### src/rtl/mips_mdu_if.sv
// Issue/result bundle between the core control FSM and the multiply/divide unit.
// The master side issues operations; the slave side (the MDU) reports status and HI/LO.
interface mips_mdu_if #(
   parameter int WIDTH = 32
);
   logic             start_i;
   logic [2:0]       op_i;
   logic [WIDTH-1:0] a_i;
   logic [WIDTH-1:0] b_i;
   logic             abort_i;
   logic             busy_o;
   logic             done_o;
   logic             dz_o;
   logic [WIDTH-1:0] hi_o;
   logic [WIDTH-1:0] lo_o;

   modport master (
      output start_i, op_i, a_i, b_i, abort_i,
      input  busy_o, done_o, dz_o, hi_o, lo_o
   );

   modport slave (
      input  start_i, op_i, a_i, b_i, abort_i,
      output busy_o, done_o, dz_o, hi_o, lo_o
   );
endinterface

### src/rtl/mips_mdu.sv
// Iterative MIPS multiply/divide unit with private HI/LO registers.
// Produces one result bit per clock; signed ops run on magnitudes and are sign-fixed at the end.
module mips_mdu #(
   parameter int WIDTH     = 32,
   parameter bit SIGNED_EN = 1'b1
) (
   input  logic      clk,
   input  logic      reset,
   mips_mdu_if.slave bus
);
   localparam int CW = $clog2(WIDTH + 1);

   localparam logic [2:0] OP_MULT  = 3'b000;
   localparam logic [2:0] OP_MULTU = 3'b001;
   localparam logic [2:0] OP_DIV   = 3'b010;
   localparam logic [2:0] OP_DIVU  = 3'b011;
   localparam logic [2:0] OP_MTHI  = 3'b100;
   localparam logic [2:0] OP_MTLO  = 3'b101;

   typedef enum logic [1:0] {
      IDLE,
      CALC,
      FIX
   } state_t;

   state_t             r_state;
   logic [CW-1:0]      r_cnt;
   logic [2*WIDTH-1:0] r_acc;
   logic [WIDTH-1:0]   r_opB;
   logic [WIDTH-1:0]   r_aRaw;
   logic               r_isDiv;
   logic               r_negRes;
   logic               r_negRem;
   logic               r_divZero;
   logic               r_dz;
   logic               r_dzSaved;
   logic               r_busy;
   logic               r_done;
   logic [WIDTH-1:0]   r_hi;
   logic [WIDTH-1:0]   r_lo;

   logic               w_signedOp;
   logic [WIDTH-1:0]   w_aAbs;
   logic [WIDTH-1:0]   w_bAbs;
   logic [WIDTH:0]     w_sum;
   logic [2*WIDTH-1:0] w_mulNext;
   logic [WIDTH:0]     w_remShift;
   logic [WIDTH:0]     w_diff;
   logic [2*WIDTH-1:0] w_divNext;
   logic [2*WIDTH-1:0] w_prod;
   logic [WIDTH-1:0]   w_quot;
   logic [WIDTH-1:0]   w_rem;

   always_comb begin
      w_signedOp = SIGNED_EN && ((bus.op_i == OP_MULT) || (bus.op_i == OP_DIV));
      w_aAbs     = (w_signedOp && bus.a_i[WIDTH-1]) ? -bus.a_i : bus.a_i;
      w_bAbs     = (w_signedOp && bus.b_i[WIDTH-1]) ? -bus.b_i : bus.b_i;

      // Multiply: high half accumulates, low half holds the multiplier shifting out LSB-first.
      w_sum      = {1'b0, r_acc[2*WIDTH-1:WIDTH]} + {1'b0, r_opB};
      w_mulNext  = r_acc[0] ? {w_sum, r_acc[WIDTH-1:1]} : {1'b0, r_acc[2*WIDTH-1:1]};

      // Divide: high half is the partial remainder, low half shifts dividend out and quotient in.
      w_remShift = r_acc[2*WIDTH-1:WIDTH-1];
      w_diff     = w_remShift - {1'b0, r_opB};
      w_divNext  = w_diff[WIDTH] ? {w_remShift[WIDTH-1:0], r_acc[WIDTH-2:0], 1'b0}
                                 : {w_diff[WIDTH-1:0], r_acc[WIDTH-2:0], 1'b1};

      w_prod     = r_negRes ? -r_acc : r_acc;
      w_quot     = r_negRes ? -r_acc[WIDTH-1:0] : r_acc[WIDTH-1:0];
      w_rem      = r_negRem ? -r_acc[2*WIDTH-1:WIDTH] : r_acc[2*WIDTH-1:WIDTH];
   end

   // Control FSM plus datapath registers; abort restores the dz flag saved at issue.
   always_ff @(posedge clk or negedge reset) begin
      if (!reset) begin
         r_state   <= IDLE;
         r_cnt     <= '0;
         r_acc     <= '0;
         r_opB     <= '0;
         r_aRaw    <= '0;
         r_isDiv   <= 1'b0;
         r_negRes  <= 1'b0;
         r_negRem  <= 1'b0;
         r_divZero <= 1'b0;
         r_dz      <= 1'b0;
         r_dzSaved <= 1'b0;
         r_busy    <= 1'b0;
         r_done    <= 1'b0;
         r_hi      <= '0;
         r_lo      <= '0;
      end else begin
         r_done <= 1'b0;
         case (r_state)
            IDLE: begin
               if (bus.start_i) begin
                  case (bus.op_i)
                     OP_MULT, OP_MULTU, OP_DIV, OP_DIVU: begin
                        r_isDiv   <= bus.op_i[1];
                        r_opB     <= bus.op_i[1] ? w_bAbs : w_aAbs;
                        r_acc     <= bus.op_i[1] ? {{WIDTH{1'b0}}, w_aAbs}
                                                 : {{WIDTH{1'b0}}, w_bAbs};
                        r_aRaw    <= bus.a_i;
                        r_divZero <= (bus.b_i == '0);
                        r_negRes  <= w_signedOp && (bus.a_i[WIDTH-1] ^ bus.b_i[WIDTH-1]);
                        r_negRem  <= w_signedOp && bus.a_i[WIDTH-1];
                        r_dzSaved <= r_dz;
                        r_dz      <= 1'b0;
                        r_cnt     <= CW'(WIDTH);
                        r_busy    <= 1'b1;
                        r_state   <= CALC;
                     end
                     OP_MTHI: r_hi <= bus.a_i;
                     OP_MTLO: r_lo <= bus.a_i;
                     default: ;
                  endcase
               end
            end
            CALC: begin
               if (bus.abort_i) begin
                  r_state <= IDLE;
                  r_busy  <= 1'b0;
                  r_cnt   <= '0;
                  r_dz    <= r_dzSaved;
               end else begin
                  r_acc <= r_isDiv ? w_divNext : w_mulNext;
                  r_cnt <= r_cnt - CW'(1);
                  if (r_cnt == CW'(1)) r_state <= FIX;
               end
            end
            FIX: begin
               r_state <= IDLE;
               r_busy  <= 1'b0;
               r_cnt   <= '0;
               if (bus.abort_i) begin
                  r_dz <= r_dzSaved;
               end else begin
                  r_done <= 1'b1;
                  if (!r_isDiv) begin
                     r_hi <= w_prod[2*WIDTH-1:WIDTH];
                     r_lo <= w_prod[WIDTH-1:0];
                  end else if (r_divZero) begin
                     r_hi <= r_aRaw;
                     r_lo <= '1;
                     r_dz <= 1'b1;
                  end else begin
                     r_hi <= w_rem;
                     r_lo <= w_quot;
                  end
               end
            end
            default: r_state <= IDLE;
         endcase
      end
   end

   assign bus.busy_o = r_busy;
   assign bus.done_o = r_done;
   assign bus.dz_o   = r_dz;
   assign bus.hi_o   = r_hi;
   assign bus.lo_o   = r_lo;
endmodule

### src/flat_wrapper.sv
// flat-port wrapper written by rule: the top's interface ports become plain ports
module mips_mdu_flat 
#(
   parameter int WIDTH     = 32,
   parameter bit SIGNED_EN = 1'b1
)
  (clk, reset, bus_start_i, bus_op_i, bus_a_i, bus_b_i, bus_abort_i, bus_busy_o, bus_done_o, bus_dz_o, bus_hi_o, bus_lo_o);
  mips_mdu_if #(.WIDTH(WIDTH)) bus_i ();
  input  logic clk;
  input  logic reset;
  input wire logic [$bits(bus_i.start_i)-1:0] bus_start_i;
  input wire logic [$bits(bus_i.op_i)-1:0] bus_op_i;
  input wire logic [$bits(bus_i.a_i)-1:0] bus_a_i;
  input wire logic [$bits(bus_i.b_i)-1:0] bus_b_i;
  input wire logic [$bits(bus_i.abort_i)-1:0] bus_abort_i;
  output wire logic [$bits(bus_i.busy_o)-1:0] bus_busy_o;
  output wire logic [$bits(bus_i.done_o)-1:0] bus_done_o;
  output wire logic [$bits(bus_i.dz_o)-1:0] bus_dz_o;
  output wire logic [$bits(bus_i.hi_o)-1:0] bus_hi_o;
  output wire logic [$bits(bus_i.lo_o)-1:0] bus_lo_o;
  assign bus_i.start_i = bus_start_i;
  assign bus_i.op_i = bus_op_i;
  assign bus_i.a_i = bus_a_i;
  assign bus_i.b_i = bus_b_i;
  assign bus_i.abort_i = bus_abort_i;
  assign bus_busy_o = bus_i.busy_o;
  assign bus_done_o = bus_i.done_o;
  assign bus_dz_o = bus_i.dz_o;
  assign bus_hi_o = bus_i.hi_o;
  assign bus_lo_o = bus_i.lo_o;
  mips_mdu #(.WIDTH(WIDTH), .SIGNED_EN(SIGNED_EN)) u_core (.clk(clk), .reset(reset), .bus(bus_i));
endmodule
### config.mk
export PLATFORM = sky130hd
export DESIGN_NAME = mips_mdu_flat
export DESIGN_NICKNAME = d
export VERILOG_FILES = /design/src/rtl/mips_mdu_if.sv /design/src/rtl/mips_mdu.sv /design/src/flat_wrapper.sv
export SDC_FILE = /design/constraint.sdc
export NUM_CORES = 1
export LEC_CHECK = 0
export BUFFER_PORTS_ARGS = -buffer_cell sky130_fd_sc_hd__clkbuf_2
export CAP_MARGIN = 0
export CORE_ASPECT_RATIO = 0.75
export CORE_UTILIZATION = 55
export DETAILED_ROUTE_END_ITERATION = 8
export PLACE_DENSITY = 0.85
export SKIP_LAST_GASP = 1
export SLEW_MARGIN = 40
export SYNTH_ARGS = -nofsm -noshare
export SYNTH_HDL_FRONTEND = slang
export SYNTH_SLANG_ARGS = --single-unit
### constraint.sdc
create_clock -name clk -period 5.6 [get_ports clk]
set_input_delay 0.56 -clock clk [delete_from_list [all_inputs] [get_ports clk]]
set_output_delay 0.56 -clock clk [all_outputs]
set_load 0.02 [all_outputs]
Yosys cells after proc, flatten, opt, wreduce, memory -nomap -nowiden. Index checks and enable logic that the tools add are counted.

Register bits after elaboration: 208. Logic and storage cells: 109.

$add $sub $neg: 8. Equality and inequality tests: 18. Mux-type cells: 48. Bitwise gates (word level): 1. Reductions and logical operators: 19.

Operators by type and width (number): two-way mux 32 bit (16); two-way mux 64 bit (7); negator 32 bit (4); one-hot mux 32 bit (2 select lines) (2); one-hot mux 64 bit (2 select lines) (1); negator 64 bit (1); adder 32 x 32 -> 33 bit (1); subtractor 33 x 32 -> 33 bit (1); logical NOT 32 bit (1); two-way mux 6 bit (3); one-hot mux 6 bit (3 select lines) (1); AND reduction 4 bit (4); inequality test 2 bit (second input constant) (7); two-way mux 1 bit (11); inequality test 3 x 2 -> 1 bit (second input constant) (3); AND reduction 3 bit (3); two-way mux 2 bit (4); == test 3 x 2 -> 1 bit (second input constant) (2); == test 3 bit (second input constant) (2); == test 6 x 1 -> 1 bit (second input constant) (1); one-hot mux 1 bit (3 select lines) (2); AND reduction 6 bit (1); subtractor 6 x 1 -> 6 bit (second input constant) (1); one-hot mux 2 bit (2 select lines) (1); other kinds (11) (14).

Logic depth before layout (Yosys ltp).
Depth after elaboration: 8. Gate-level depth with buffers: 14. Gate-level depth less buffers: 12.

Worst setup path after synthesis. Ideal clock, no wire load.

Path type: register to register. Start point: reg u_core.r_acc[31]. End point: reg u_core.r_acc[63]. Data arrival time: 3.323 ns. Required time: 5.471 ns. Path slack: 2.148 ns. Cell stages (with the launch flop): 14. Buffers on the path: 1. Clock period less this slack: 3.452 ns. Cell sequence: dfrtp_1 -> inv_1 -> ha_1 -> fa_1 -> nand2b_1 -> a211oi_1 -> o2111ai_1 -> a211o_1 -> o21bai_1 -> a31oi_1 -> xnor2_1 -> clkbuf_1 -> nor2_1 -> a2111o_1.

Word-level cells in the longest chain between the ends: 5.

RTL lines: start: declaration (RTL line mips_mdu.sv:28) `logic [2*WIDTH-1:0] r_acc;`; start signal: assignment (RTL line mips_mdu.sv:101) `r_acc <= bus.op_i[1] ? {{WIDTH{1'b0}}, w_aAbs}`; start signal: assignment (RTL line mips_mdu.sv:126) `r_acc <= r_isDiv ? w_divNext : w_mulNext;`; subtractor 33 x 32 -> 33 bit (RTL line mips_mdu.sv:65) `w_diff = w_remShift - {1'b0, r_opB};`; two-way mux 64 bit (RTL line mips_mdu.sv:66) `w_divNext = w_diff[WIDTH] ? {w_remShift[WIDTH-1:0], r_acc[WIDTH-2:0], 1'b0}`; two-way mux 64 bit (RTL line mips_mdu.sv:126); two-way mux 64 bit (RTL line mips_mdu.sv:120) `if (bus.abort_i) begin`; one-hot mux 64 bit (2 select lines) (RTL line mips_mdu.sv:94) `case (r_state)`.

No other way between the ends. The select of a mux whose other input is x is not followed. A chain may end at the register's enable or synchronous reset.

Worst setup path in the final report.
Start point: reg u_core.r_acc[31]. End point: reg u_core.r_acc[55].

Same word-level chain as after synthesis.

==> run metrics <==
outcome complete, no violations; RSZ-0062 raised after global routing false; path length in cells of the critical path 13; Placer Congestion 1.050; P_int between 0.006 and 0.007 W; Initial Utilization 56.54%; Vias/cell 6.631; Logic pwr share 61.9%; Max Clock Skew 0.02921 ns; Final period util 70.71%; number of synthesized flops with an enable pin 0; Routed wire per std cell approximately 23 um; post-CTS setup buffers 0; Setup crit end kind flop; Max clock buf depth 3; die area 33,220 sq um; Synth Register Bits 208; Syn Nets 2,459; CP Class reg -> reg; hold_sp bus_abort_i; Flop pwr share between 20% and 30%; CP delay by family, top compound AO/OA/AOI/OAI gates; synthesized area 17,870 sq um; I/O pin cnt 138; worst-margin pin slew 0.8238 ns; worst min-delay path category in -> reg; drt first-iter violations 2,448; FFs w/ async S/R, synth 100.0%; leakage power between 8 and 9 nW; share of layout cells above drive strength 1 11.27%; Critical Path RT 6.02 ns; yosys warns 0; largest cells by area after synthesis dfrtp_1, nand2_1, xnor2_1, a21oi_1, o21ai_0; critical path's slowest cell fa_1; Fmax 0.2525 GHz; Post-layout nets 2,482; CTS tree yes; Hold Path Depth 2; dominant synthesized flop cell dfrtp_1; CP peak stage delay 0.41 ns; count of pins over their slew limit 0; std cell rows 56; cells on worst reg2reg path 13; max_slew headroom 44.95%; H-tree levels 1; final hold vios 0; Peak supply drop 507.3 uV; hold endpoint u_core.bus.done_o; first-pass GRT wire length 98,190 um; Crit Reg-Reg Endpoint u_core.r_acc[55]; pin count of the biggest net entering global routing 107; mean post-synth cell area 7.729 sq um; vias in the first global route ~17k; register area share after synthesis slightly below 30%; final wirelength between 60,000 and 70,000 um; max cap viols 0; switching share of power 50.79%; R2R setup slack 1.64 ns; Worst-Skew Late Latency approximately 0.55 ns; fin crit period 3.960 ns; Switch Pwr 0.006368 W; Worst-path clk slew 0.07 ns; CP max FO 30; Die Y 158.1 um; Num CTS Buffers 23; Synth top area share 29.13%; DRC errors left 0; final setup fails 0; Syn Inst Count 2,312; nature of the critical path startpoint flop; ANT nets after route 0; final setup TNS 0 ns; CORE AREA 31,600 sq um; worst r2r src u_core.r_acc[31]; vias 18.49k; leading area contributor after synthesis dfrtp_1; commonest non-fill, non-tap cell in the layout nand2_1; Layout area overhead 9.754%; initial antenna violation count 1; Clock power frac about an eighth; Final HPWL DP roughly 47,000 um; CTS Sinks 208; power per cell area around 640 nW/um^2; worst path bufs/invs 2; final hold slack 0.3452 ns; Synth cell types a little under 80; most frequent cells in the layout nand2_1, dfrtp_1, o21ai_0, a21oi_1, nor2_1; CTS root buf clkbuf_16; Tot GR Track Use 38.11%; DRT Pass-1 Iters 6; buffers added on ports 137; Die Wd ~210 um; global route overflow 0; Arrival @ worst endpoint 4.38 ns; critical path cell sequence inv_1 > ha_1 > fa_1 > nand2b_1 > a211oi_1 > o2111ai_1 > a211o_1 > o21bai_1 > a31oi_1 > xnor2_2 > buf_4 > mux2_2 > a221o_1
worst reg2reg max path, delay by kind of cell (launching register included):
family / cells / cell delay [ns]
xor+xnor: 1 / 0.17
mux: 1 / 0.40
fa+ha+maj: 2 / 0.63
compound gates: 6 / 1.56
simple gates: 1 / 0.20
buf+inv: 2 / 0.50
flops: 1 / 0.38
area by class of cell:
cell class,count,area [sq um]
clock buffers,34,696.9
inverters,69,259.0
multi-input cells,1857,11760
fillers,2751,11990
well taps,435,544.3
clock inverters,7,91.34
flip-flops and latches,208,5211
diodes,2,5.005
repair buffers,176,1044
how the worst max path moves through the flow:
stage	startpoint	slack [ns]	to
after floorplan	u_core.r_acc[31]	2.15	u_core.r_acc[63]
after global placement	u_core.r_acc[31]	1.81	u_core.r_acc[44]
after detailed placement	u_core.r_acc[31]	1.72	u_core.r_acc[55]
after CTS	u_core.r_acc[31]	1.69	u_core.r_acc[55]
after global routing	u_core.r_acc[32]	1.44	u_core.r_acc[55]
final	u_core.r_acc[31]	1.64	u_core.r_acc[55]
kinds of logic after synthesis:
kind of cell	after synthesis	synth area share (%)
and+or+nand+nor	765	19.73
muxes	94	5.455
adders and majority gates	76	5.406
xor gates and xnor gates	201	9.852
AOI/OAI and AO/OA	721	25.10
DFF	208	29.13
buffers and inverters	247	5.329
power by group through the flow:
stage / combinational (W) / sequential, W / clock [W]
after floorplan: 0.00560 / 0.00289 / 0
after global placement: 0.00732 / 0.00306 / 0
after detailed placement: 0.00752 / 0.00309 / 0
after CTS: 0.00758 / 0.00308 / 0.00163
after global routing: 0.00844 / 0.00318 / 0.00169
final: 0.00776 / 0.00314 / 0.00164
registers in the layout (all words and copies together) (netlist names), 2 cells and up:
register	flops
u_core.bus.lo_o	32
u_core.r_aRaw	32
u_core.bus.hi_o	32
u_core.r_state	2
u_core.r_acc	64
u_core.r_cnt	6
u_core.r_opB	32
repair_timing:
item	CTS	global route
resized for setup	0	0
hold buffers	0	1
endpoints found under the hold margin	0	2
synthesized netlist by cell type (8+ instances only):
cell,number
and3_1,14
mux2i_1,67
o21a_1,14
and2_1,10
nor2_1,183
o22ai_1,37
nand2_1,326
nor3_1,39
o21ai_0,189
nand4_1,11
a31oi_1,42
nor2b_1,14
clkbuf_1,151
xor2_1,67
nand3_1,29
nor3b_1,11
buf_2,8
o31ai_1,32
o211ai_1,43
buf_1,16
dfrtp_1,208
or3_1,20
o221ai_1,13
a21oi_1,190
a211o_1,8
o21ai_1,11
nand2b_1,43
inv_1,67
a21o_1,29
xnor2_1,134
nor4_1,15
or4_1,14
mux2_2,27
o41ai_1,11
ha_1,74
a211oi_1,36
metrics by stage:
stage / std cells / power [W] / setup WS [ns] / utilization, % / cell area (sq um)
after floorplan: 2312 / 0.008496 / 2.148 / - / 17870
after global placement: 2742 / 0.01037 / 1.808 / 59.32 / 18740
after detailed placement: 2744 / 0.01061 / 1.721 / 59.49 / 18800
after CTS: 2785 / 0.01229 / 1.694 / 61.98 / 19590
after global routing: 2786 / 0.01331 / 1.437 / 62.04 / 19610
final: 2788 / 0.01254 / 1.640 / 62.06 / 19610
per-layer routing:
metal	vias up	GRT usage, %	routed length (um)
li1	8307	-	-
met1	8824	52.51	26080
met2	1173	55.91	26600
met3	183	10.97	8360
met4	0	15.36	2628
met5	-	0	0
(Power assumes the default switching activity.)
